$ cat src/rtl/approx_error_monitor_if.sv
// Sample/result bus of the approximate-multiplier error monitor.
// Handshake: a sample (exact_p, approx_p) transfers on a rising edge where
// in_valid and in_ready are both high; in_ready depends only on FSM state,
// never on in_valid, and in_valid while in_ready is low is simply dropped.
interface approx_error_monitor_if #(
    parameter int N        = 8,
    parameter int WIN_LOG2 = 8
);
    logic                      start;
    logic                      in_valid;
    logic                      in_ready;
    logic [2*N-1:0]            exact_p;
    logic [2*N-1:0]            approx_p;
    logic                      busy;
    logic                      done;
    logic [2*N+WIN_LOG2-1:0]   sum_ed;
    logic [2*N-1:0]            mean_ed;
    logic [2*N-1:0]            max_ed;
    logic [WIN_LOG2:0]         err_count;

    modport master (
        output start, in_valid, exact_p, approx_p,
        input  in_ready, busy, done, sum_ed, mean_ed, max_ed, err_count
    );

    modport slave (
        input  start, in_valid, exact_p, approx_p,
        output in_ready, busy, done, sum_ed, mean_ed, max_ed, err_count
    );
endinterface

$ cat src/rtl/approx_error_monitor.sv
// Windowed error-distance statistics for an exact/approximate multiplier pair.
// Stage 1 registers |exact - approx|, stage 2 folds it into sum, max and
// nonzero count. The FSM opens a window on start, accepts 2^WIN_LOG2 samples,
// spends one DRAIN cycle so stage 2 absorbs the last one, then pulses done.
module approx_error_monitor #(
    parameter int N        = 8,
    parameter int WIN_LOG2 = 8
) (
    input  logic                      clk,
    input  logic                      rst,
    approx_error_monitor_if.slave     bus,
    output logic [1:0]                fsm_state
);
    localparam int W  = 2 * N;
    localparam int SW = 2 * N + WIN_LOG2;
    localparam logic [WIN_LOG2:0] LAST_IDX = (WIN_LOG2 + 1)'((1 << WIN_LOG2) - 1);

    typedef enum logic [1:0] {
        IDLE  = 2'd0,
        RUN   = 2'd1,
        DRAIN = 2'd2,
        DONE  = 2'd3
    } state_t;

    state_t            state;
    state_t            state_next;
    logic              in_ready;
    logic              busy;
    logic              done;
    logic              clear;
    logic              accept;
    logic [W-1:0]      ed;
    logic [WIN_LOG2:0] sample_count;
    logic              s1_valid;
    logic [W-1:0]      s1_ed;
    logic [SW-1:0]     sum_q;
    logic [W-1:0]      max_q;
    logic [WIN_LOG2:0] err_q;

    assign accept = bus.in_valid & in_ready;

    // State register
    always_ff @(posedge clk) begin
        if (rst) state <= IDLE;
        else     state <= state_next;
    end

    // Next-state and per-state handshake/status outputs
    always_comb begin
        state_next = state;
        in_ready   = 1'b0;
        busy       = 1'b0;
        done       = 1'b0;
        clear      = 1'b0;
        unique case (state)
            IDLE: begin
                if (bus.start) begin
                    clear      = 1'b1;
                    state_next = RUN;
                end
            end
            RUN: begin
                in_ready = 1'b1;
                busy     = 1'b1;
                // count still holds the pre-accept value, so LAST_IDX means this accept fills the window
                if (accept && (sample_count == LAST_IDX)) state_next = DRAIN;
            end
            DRAIN: begin
                busy       = 1'b1;
                state_next = DONE;
            end
            DONE: begin
                done       = 1'b1;
                state_next = IDLE;
            end
            default: state_next = IDLE;
        endcase
    end

    // Absolute difference of the two products, unsigned
    always_comb begin
        if (bus.exact_p >= bus.approx_p) ed = bus.exact_p - bus.approx_p;
        else                             ed = bus.approx_p - bus.exact_p;
    end

    // Sample counter for the current window
    always_ff @(posedge clk) begin
        if (rst || clear)  sample_count <= '0;
        else if (accept)   sample_count <= sample_count + 1'b1;
    end

    // Stage 1: capture the error distance of each accepted sample
    always_ff @(posedge clk) begin
        if (rst || clear) begin
            s1_valid <= 1'b0;
            s1_ed    <= '0;
        end else begin
            s1_valid <= accept;
            if (accept) s1_ed <= ed;
        end
    end

    // Stage 2: accumulate sum, running max and nonzero-error count
    always_ff @(posedge clk) begin
        if (rst || clear) begin
            sum_q <= '0;
            max_q <= '0;
            err_q <= '0;
        end else if (s1_valid) begin
            sum_q <= sum_q + {{WIN_LOG2{1'b0}}, s1_ed};
            if (s1_ed > max_q) max_q <= s1_ed;
            err_q <= err_q + {{WIN_LOG2{1'b0}}, (s1_ed != '0)};
        end
    end

    assign bus.in_ready  = in_ready;
    assign bus.busy      = busy;
    assign bus.done      = done;
    assign bus.sum_ed    = sum_q;
    assign bus.mean_ed   = sum_q[SW-1:WIN_LOG2];
    assign bus.max_ed    = max_q;
    assign bus.err_count = err_q;
    assign fsm_state     = state;
endmodule

$ cat src/flat_wrapper.sv
// flat-port wrapper written by rule: the top's interface ports become plain ports
module approx_error_monitor_flat 
#(
    parameter int N        = 8,
    parameter int WIN_LOG2 = 8
)
  (clk, rst, fsm_state, bus_start, bus_in_valid, bus_exact_p, bus_approx_p, bus_in_ready, bus_busy, bus_done, bus_sum_ed, bus_mean_ed, bus_max_ed, bus_err_count);
  approx_error_monitor_if #(.N(N), .WIN_LOG2(WIN_LOG2)) bus_i ();
  input  logic clk;
  input  logic rst;
  output logic [1:0] fsm_state;
  input wire logic [$bits(bus_i.start)-1:0] bus_start;
  input wire logic [$bits(bus_i.in_valid)-1:0] bus_in_valid;
  input wire logic [$bits(bus_i.exact_p)-1:0] bus_exact_p;
  input wire logic [$bits(bus_i.approx_p)-1:0] bus_approx_p;
  output wire logic [$bits(bus_i.in_ready)-1:0] bus_in_ready;
  output wire logic [$bits(bus_i.busy)-1:0] bus_busy;
  output wire logic [$bits(bus_i.done)-1:0] bus_done;
  output wire logic [$bits(bus_i.sum_ed)-1:0] bus_sum_ed;
  output wire logic [$bits(bus_i.mean_ed)-1:0] bus_mean_ed;
  output wire logic [$bits(bus_i.max_ed)-1:0] bus_max_ed;
  output wire logic [$bits(bus_i.err_count)-1:0] bus_err_count;
  assign bus_i.start = bus_start;
  assign bus_i.in_valid = bus_in_valid;
  assign bus_i.exact_p = bus_exact_p;
  assign bus_i.approx_p = bus_approx_p;
  assign bus_in_ready = bus_i.in_ready;
  assign bus_busy = bus_i.busy;
  assign bus_done = bus_i.done;
  assign bus_sum_ed = bus_i.sum_ed;
  assign bus_mean_ed = bus_i.mean_ed;
  assign bus_max_ed = bus_i.max_ed;
  assign bus_err_count = bus_i.err_count;
  approx_error_monitor #(.N(N), .WIN_LOG2(WIN_LOG2)) u_core (.clk(clk), .rst(rst), .bus(bus_i), .fsm_state(fsm_state));
endmodule
$ cat config.mk
export PLATFORM = sky130hd
export DESIGN_NAME = approx_error_monitor_flat
export DESIGN_NICKNAME = d
export VERILOG_FILES = /design/src/rtl/approx_error_monitor_if.sv /design/src/rtl/approx_error_monitor.sv /design/src/flat_wrapper.sv
export SDC_FILE = /design/constraint.sdc
export NUM_CORES = 1
export LEC_CHECK = 0
export ABC_AREA = 1
export CORE_ASPECT_RATIO = 0.9
export CORE_MARGIN = 2
export CORE_UTILIZATION = 51
export CTS_BUF_LIST = sky130_fd_sc_hd__clkbuf_8
export CTS_CLUSTER_DIAMETER = 40
export CTS_CLUSTER_SIZE = 24
export DETAILED_ROUTE_END_ITERATION = 10
export PLACE_DENSITY = 0.8
export SYNTH_ARGS = -nofsm -noshare
export SYNTH_HDL_FRONTEND = slang
export SYNTH_SLANG_ARGS = --single-unit
$ cat constraint.sdc
create_clock -name clk -period 2.06 [get_ports clk]
set_input_delay 0.412 -clock clk [delete_from_list [all_inputs] [get_ports clk]]
set_output_delay 0.412 -clock clk [all_outputs]
set_load 0.1 [all_outputs]
==> summary.md, run 1 <==
| Metric | Value |
|---|---|
| Sequential share of power | `between 20% and 30%` |
| Least-Margin Pin Slew | `0.462 ns` |
| I/O pin count | `roughly 110` |
| Initial Utilization | `~52%` |
| Fin. Hold Viols | `0` |
| Ant diodes | `0` |
| Ratio of cells with drive above 1 in the final layout | `a little under a third` |
| IO Port Bufs | `about 110` |
| Leakage Power | `4.68 nW` |
| CP top delay family | `simple AND/OR/NAND/NOR gates` |
| All-Layer GR Usage | `26.8%` |
| CP max stage delay | `0.47 ns` |
| Total power | `6.51 mW` |
| Final Cell Area | `approximately 9400 um^2` |
| Fin crit share | `a little over nine tenths` |
| Relative slew slack | `68.9%` |
| Placement row count | `39` |
| Wire per inst | `roughly 14 um` |
| Fmax achieved | `around 500 MHz` |
| Placed Instances | `1374` |
| CP Cell Sequence | `clkdlybuf4s50_1 > ha_4 > nand2_2 > nor3_4 > and2_4 > a21oi_4 > buf_12 > nand3_1 > nand3_2 > a21oi_2` |
| Critical Path Source Type | `primary input` |
| Buffers & Inverters on Critical Path | `2` |
| Sw Pwr | `just under 3 mW` |
| GPL Wtd Cong | `0.938` |
| Worst Setup SP | `bus_exact_p[12]` |
| Final ANT Viol Nets | `0` |
| R2r startpoint | `u_core.s1_ed[7]` |
| Area grow syn2layout | `41.8%` |
| Synth warn | `0` |
| CP arrival | `approximately 2.3 ns` |
| First-pass GRT wire length | `30.1 mm` |
| Yosys reg bits | `between 70 and 80` |
| Async SR Flop Fraction | `0%` |
| DP HPWL | `approximately 14 mm` |
| Most used flip-flop cell after synthesis | `dfxtp_1` |
| Mapped Area | `around 6600 um^2` |
| Critical-path top delay cell | `clkdlybuf4s50_1` |
| Clk_lat worst skew | `0.37 ns` |
| Syn_nets | `~1.2k` |
| Clock Sink Count | `77` |
| Chip Height | `about 110 um` |
| Via count | `roughly 7.3k` |
| Synth Instances | `roughly 1.0k` |
| Hold path startpoint | `u_core.bus.err_count[8]` |
| CTS tree | `yes` |
| Cell Pwr Density | `around 700 nW/um^2` |
| Finished Layout Cells | `approximately 1.4k` |
| Htree depth | `3` |
| Post-synthesis sequential area ratio | `about a quarter` |
| Setup WS post-layout | `between 0.05 and 0.06 ns` |
| Grt total ovfl | `0` |
| Status | `finished clean` |
| Clk_skew | `around 0.015 ns` |
| Gate power share | `a little over half` |
| Vias per inst | `roughly 5.2` |
| Post-synth EDFFs | `0` |
| First-pass detailed-route iteration total | `5` |
| Max VDD drop | `approximately 0.52 mV` |
| Critical Path RT | `between 2 and 2.5 ns` |
| Setup-failing EPs final | `0` |
| DP Area | `roughly 8400 um^2` |
| Setup CP Type | `in -> reg` |
| Die X | `124 um` |
| 1st-iter DRT viols | `559` |
| Min Tclk post-route | `between 2 and 2.5 ns` |
| Int Power | `between 3 and 4 mW` |
| R2R Setup Slk | `approximately 0.080 ns` |
| RSZ-0062 raised after global routing | `yes` |
| Root buf cell | `clkbuf_8` |
| Fin. max-slew vios | `0` |
| Clock Pin Slew Worst Setup and Hold Paths | `0.08 ns` |
| Post-synthesis cell type count | `between 40 and 50` |
| Syn Area/Cell | `between 6 and 7 um^2` |
| Core box area | `12600 um^2` |
| Inserted Clock Buffers | `9` |
| Area of the die | `13900 um^2` |
| Clk buf depth | `2` |
| Largest net degree at the start of global routing | `38` |
| Pre-CTS setup slack | `-0.514 ns` |
| Crit. End Element | `register` |
| Post-Route WL | `19.1 mm` |
| Net Sw Frac | `roughly 45%` |
| Worst-path fanout max | `5` |
| Max-Cap Viols | `0` |
| DRC | `0` |
| Tightest Hold Check Type | `reg -> reg` |
| FILL cells | `1007` |
| Initial antenna violation count | `0` |
| Final nets | `1344` |
| Vias in the first global route | `~6.7k` |
| Clock group share of total power | `20.5%` |
-- registers in the layout (all words and copies together) (netlist names) --
name and count:
u_core.sample_count 9, u_core.bus.max_ed 16, u_core.s1_ed 16, u_core.fsm_state 2, u_core.bus.sum_ed 24, u_core.bus.err_count 9, u_core.s1_valid 1
-- per-layer routing --
| metal | wire length [um] | track usage (%) |
|---|---|---|
| met5 | 0 | 0 |
| met4 | 303 | 6.21 |
| met3 | 1170 | 4.97 |
| met2 | 8950 | 43.9 |
| met1 | 8660 | 36.4 |
-- worst paths after layout --
kind,cells past startpoint,to
worst min-delay path,2,u_core.bus.err_count[8]
worst max-delay path,10,u_core.s1_ed[10]
worst min register to register,2,u_core.bus.err_count[8]
worst max register to register,14,u_core.bus.max_ed[14]
-- logic make-up after synthesis --
group | after synthesis | synth area share (%)
flip-flops | 77 | 23.4
AND/OR/NAND/NOR | 504 | 32.8
buffers and inverters | 211 | 13.7
AO/OA/AOI/OAI | 151 | 12.7
adder cells (fa/ha/maj) | 75 | 14.6
XOR/XNOR | 22 | 2.92
-- repair_timing --
item	in CTS	in global routing
setup buffers	2	7
hold buffers	0	0
gates cloned	2	1
resized for setup	27	132
pin swaps	6	33
endpoints found under the setup margin	16	42
-- power by group through the flow --
stage	clock [mW]	combinational [mW]	sequential, mW
floorplan	0	1.75	2.17
global placement	0	3.05	1.76
detailed placement	0	3.12	1.77
CTS	1.36	3.18	1.73
global route	1.42	3.72	1.76
finish	1.34	3.44	1.74
-- cell type report --
cell class / instances / area, um^2 / share of cell area [%]
Clock buffer: 11 / 151 / 1.62
Clock inverter: 5 / 82.6 / 0.883
Inverter: 170 / 642 / 6.86
Multi-Input combinational cell: 754 / 4730 / 50.6
Sequential cell: 77 / 1630 / 17.4
Tap cell: 164 / 205 / 2.19
Timing Repair Buffer: 221 / 1910 / 20.5
-- layout by cell type (no fill, tap or decap), types with 4 or more instances in the layout --
cell / n
a21oi_1: 59
a21oi_2: 21
a31oi_1: 5
buf_12: 8
buf_4: 173
clkbuf_8: 11
clkdlybuf4s50_1: 18
dfxtp_1: 28
dfxtp_2: 40
dfxtp_4: 9
dlymetal6s2s_1: 14
ha_1: 53
ha_4: 17
inv_1: 150
inv_2: 18
nand2_1: 247
nand2_2: 23
nand2_4: 5
nand2_8: 4
nand3_1: 64
nand3_2: 14
nand4_1: 13
nor2_1: 95
nor2_2: 4
nor2_4: 8
nor3_1: 10
nor4_1: 4
o21a_1: 4
o21ai_0: 48
xor2_1: 19
-- synth_stat cells (5+ instances only) --
cell | instances | area share [%]
dfxtp_1 | 77 | 23
a21oi_2 | 5 | 0.66
nor4_1 | 5 | 0.47
clkbuf_1 | 10 | 0.57
nor2_1 | 106 | 6.0
a21oi_1 | 77 | 5.8
nand4_1 | 13 | 1.2
ha_1 | 72 | 14
o21ai_0 | 51 | 3.9
xor2_1 | 19 | 2.5
nand3_1 | 77 | 5.8
nor3_1 | 10 | 0.76
nand2_1 | 269 | 15
nand2_2 | 5 | 0.47
buf_4 | 18 | 2.0
buf_1 | 5 | 0.28
inv_1 | 166 | 9.4
a31oi_1 | 5 | 0.47
-- worst reg2reg max path, cell delays in order (launching register included) --
cell and delay [ns]:
dfxtp_1 0.36, buf_4 0.16, ha_1 0.28, nand2_1 0.08, inv_1 0.05, nand3_1 0.06, inv_1 0.10, nand2_1 0.07
nand2_1 0.06, nand2_1 0.04, nand2_1 0.08, nand2_2 0.08, buf_6 0.16, o21ai_0 0.22, nor2_1 0.07
-- through the flow --
| stage | hold slack, ns | util (%) | TNS [ns] |
|---|---|---|---|
| 2_1_floorplan | 0.443 | - | -0.112 |
| 3_3_place_gp | 0.455 | 66.3 | -7.00 |
| 3_5_place_dp | 0.458 | 66.3 | -7.38 |
| 4_1_cts | 0.475 | 69.3 | 0 |
| 5_1_grt | 0.496 | 74.0 | -0.396 |
| 6_report | 0.475 | 74.0 | 0 |
Power figures use the tool's default switching activity.
==> run 2: changes to the inputs <==
--- a/config.mk
+++ b/config.mk
@@ -13,7 +13,7 @@
 export CTS_CLUSTER_DIAMETER = 40
 export CTS_CLUSTER_SIZE = 24
 export DETAILED_ROUTE_END_ITERATION = 10
-export PLACE_DENSITY = 0.8
+export PLACE_DENSITY = 0.9
 export SYNTH_ARGS = -nofsm -noshare
 export SYNTH_HDL_FRONTEND = slang
 export SYNTH_SLANG_ARGS = --single-unit
==> run 2 against run 1 <==
The run now ends with negative setup slack left. Clock-buffer cell count down 2. Setup slack worse by 0.18 ns. Power down 0.36%. Die area unchanged. First-iteration DRC count up 56%. Non-clock buffer count up 3. Worst hold slack better by 0.0071 ns. Clock skew down 0.0062 ns. Routed wire length up 13%. Cell count up 0.29%. Sequential share of layout area about the same.
==> summary.md, run 2 (synthesis results as in run 1) <==
| Metric | Value |
|---|---|
| Status | `finished, violations left` |
| Failing checks | `negative setup slack` |
| Area grow syn2layout | `42.7%` |
| Critical Path RT | `2.33 ns (-0.03 ns)` |
| First-pass GRT wire length | `31.8 mm (+5.7%)` |
| Relative slew slack | `69.2% (+0.36 points)` |
| 1st-iter DRT viols | `872 (+56%)` |
| Fin crit share | `106% (+8.8 points)` |
| Fin. Hold Viols | `0 (unchanged)` |
| Finished Layout Cells | `1406 (+0.29%)` |
| Largest net degree at the start of global routing | `38 (unchanged)` |
| Clock Pin Slew Worst Setup and Hold Paths | `0.09 ns (about the same)` |
| R2R Setup Slk | `-0.13 ns (-0.21 ns)` |
| Max-Cap Viols | `0 (unchanged)` |
| Via count | `7760 (+6.4%)` |
| GPL Wtd Cong | `0.932 (-0.62%)` |
| Wire per inst | `15.3 um (+13%)` |
| Clk_skew | `0.00887 ns (-0.00617 ns)` |
| Htree depth | `3 (unchanged)` |
| Die X | `124 um (unchanged)` |
| Final ANT Viol Nets | `0 (unchanged)` |
| Post-Route WL | `21.6 mm (+13%)` |
| Worst Hold Depth | `1 (-1)` |
| Cell Pwr Density | `689 nW/um^2 (-1.0%)` |
| Critical Path Source Type | `register` |
| Inserted Clock Buffers | `9 (unchanged)` |
| Vias per inst | `5.52 (+6.1%)` |
| Max VDD drop | `0.433 mV (-17%)` |
| Hold Path End | `u_core.sample_count[3]` |
| Util after Layout | `74.5% (+0.49 points)` |
| Ratio of cells with drive above 1 in the final layout | `32.7% (+1.6 points)` |
| IO Port Bufs | `105 (unchanged)` |
| Worst-path fanout max | `8 (+3)` |
| Least-Margin Pin Slew | `0.459 ns (-0.00267 ns)` |
| Placed Instances | `1370 (-0.29%)` |
| CTS tree | `yes` |
| Max reg flops | `24 (unchanged)` |
| Clk buf depth | `2 (unchanged)` |
| Placement row count | `39 (unchanged)` |
| R2r startpoint | `u_core.s1_ed[15]` |
| Worst Setup SP | `u_core.s1_ed[15]` |
| Min Tclk post-route | `2.19 ns (+0.181 ns)` |
| Initial antenna violation count | `0 (unchanged)` |
| All-Layer GR Usage | `28.4% (+1.6 points)` |
| Worst R2R End | `u_core.bus.max_ed[3]` |
| Final nets | `1348 (+0.30%)` |
| Fin. max-slew vios | `0 (unchanged)` |
| Setup-failing EPs final | `16 (+16)` |
| Area of the die | `13900 um^2 (unchanged)` |
| Chip Height | `112 um (unchanged)` |
| Ant diodes | `0 (unchanged)` |
| DRC | `0 (unchanged)` |
| Initial Utilization | `52.2% (unchanged)` |
| Length in cells of the worst reg-to-reg path | `10 (-4)` |
| Clk_lat worst skew | `0.38 ns (about the same)` |
| Tightest Hold Check Type | `reg -> reg` |
| I/O pin count | `106 (unchanged)` |
| Root buf cell | `clkbuf_8` |
| First-pass detailed-route iteration total | `7 (+2)` |
| Cts hold-fix bufs | `0 (unchanged)` |
| Leakage Power | `4.73 nW (+1.2%)` |
| Grt total ovfl | `0 (unchanged)` |
| Most frequent cells in the layout | `nand2_1 (244), buf_4 (178), inv_1 (150)` |
| Hold path startpoint | `u_core.sample_count[3]` |
| DP HPWL | `14.6 mm (+4.3%)` |
| Most common cell after layout, fill and taps aside | `nand2_1` |
| Setup CP Type | `reg -> reg` |
| Vias in the first global route | `7054 (+5.6%)` |
| Clock Sink Count | `77 (unchanged)` |
| CP arrival | `2.46 ns (+0.16 ns)` |
| Core box area | `12600 um^2 (unchanged)` |
| Setup WS post-layout | `-0.128 ns (-0.181 ns)` |
| Crit. End Element | `register` |
| Fmax achieved | `457 MHz (-8.3%)` |
[run 2: how the worst max path moves through the flow]
stage | end | slack, ns | depth (start not counted)
after floorplan | u_core.sample_count[7] | -0.11 | 8
after global placement | u_core.s1_ed[6] | -0.47 | 14
after detailed placement | u_core.s1_ed[6] | -0.53 | 14
after CTS | u_core.bus.sum_ed[18] | -0.003 | 12
after global routing | u_core.bus.max_ed[1] | -0.21 | 10
final | u_core.bus.max_ed[3] | -0.13 | 10
[run 2: cell type report]
| type | instances | area [um^2] |
|---|---|---|
| inverters | 170 | 642 |
| repair buffers | 224 | 1940 |
| repair inverters | 1 | 7.51 |
| multi-input cells | 754 | 4800 |
| clock buffers | 9 | 124 |
| flip-flops and latches | 77 | 1630 |
| fillers | 901 | 3220 |
| well taps | 164 | 205 |
| clock inverters | 7 | 61.3 |
[run 2: power by group]
| group | total, mW | leakage [nW] | switching (mW) | internal (mW) |
|---|---|---|---|---|
| combinational | 3.61 | 3.99 | 2.32 | 1.30 |
| clock | 1.14 | 0.0979 | 0.673 | 0.468 |
| sequential | 1.73 | 0.649 | 0.126 | 1.61 |
[run 2: repair_timing]
action | CTS | global route
endpoints found under the setup margin | 18 | 45
pin swaps | 10 | 37
cloned | 2 | 2
gates resized for setup | 38 | 147
buffers inserted | 2 | 14
[run 2: stage by stage]
stage	power, mW	setup WS, ns	hold slack (ns)	area (um^2)	setup TNS, ns
4_1_cts	6.13	-0.00286	0.477	8760	-0.00346
3_5_place_dp	4.93	-0.527	0.462	8360	-7.61
5_1_grt	6.82	-0.213	0.500	9410	-3.08
2_1_floorplan	3.93	-0.112	0.443	6680	-0.112
3_3_place_gp	4.85	-0.467	0.450	8360	-6.72
6_report	6.49	-0.128	0.482	9410	-1.13
[run 2: critical path, stage by stage (launching register included)]
cell	delay (ns)
dfxtp_1	0.39
buf_4	0.18
ha_1	0.27
a21oi_1	0.22
o21ai_0	0.15
nor2_1	0.16
nand2_2	0.08
nand2_4	0.10
clkinvlp_4	0.25
nor2_2	0.20
nor2_1	0.07
[run 2: layer usage]
metal,part of all wire [%],global-route usage (%),vias up
met2,49,48.1,422
met3,8.4,4.71,103
met4,4.2,11.3,0
met1,39,35.5,3540
met5,0,0,-
li1,-,-,3695
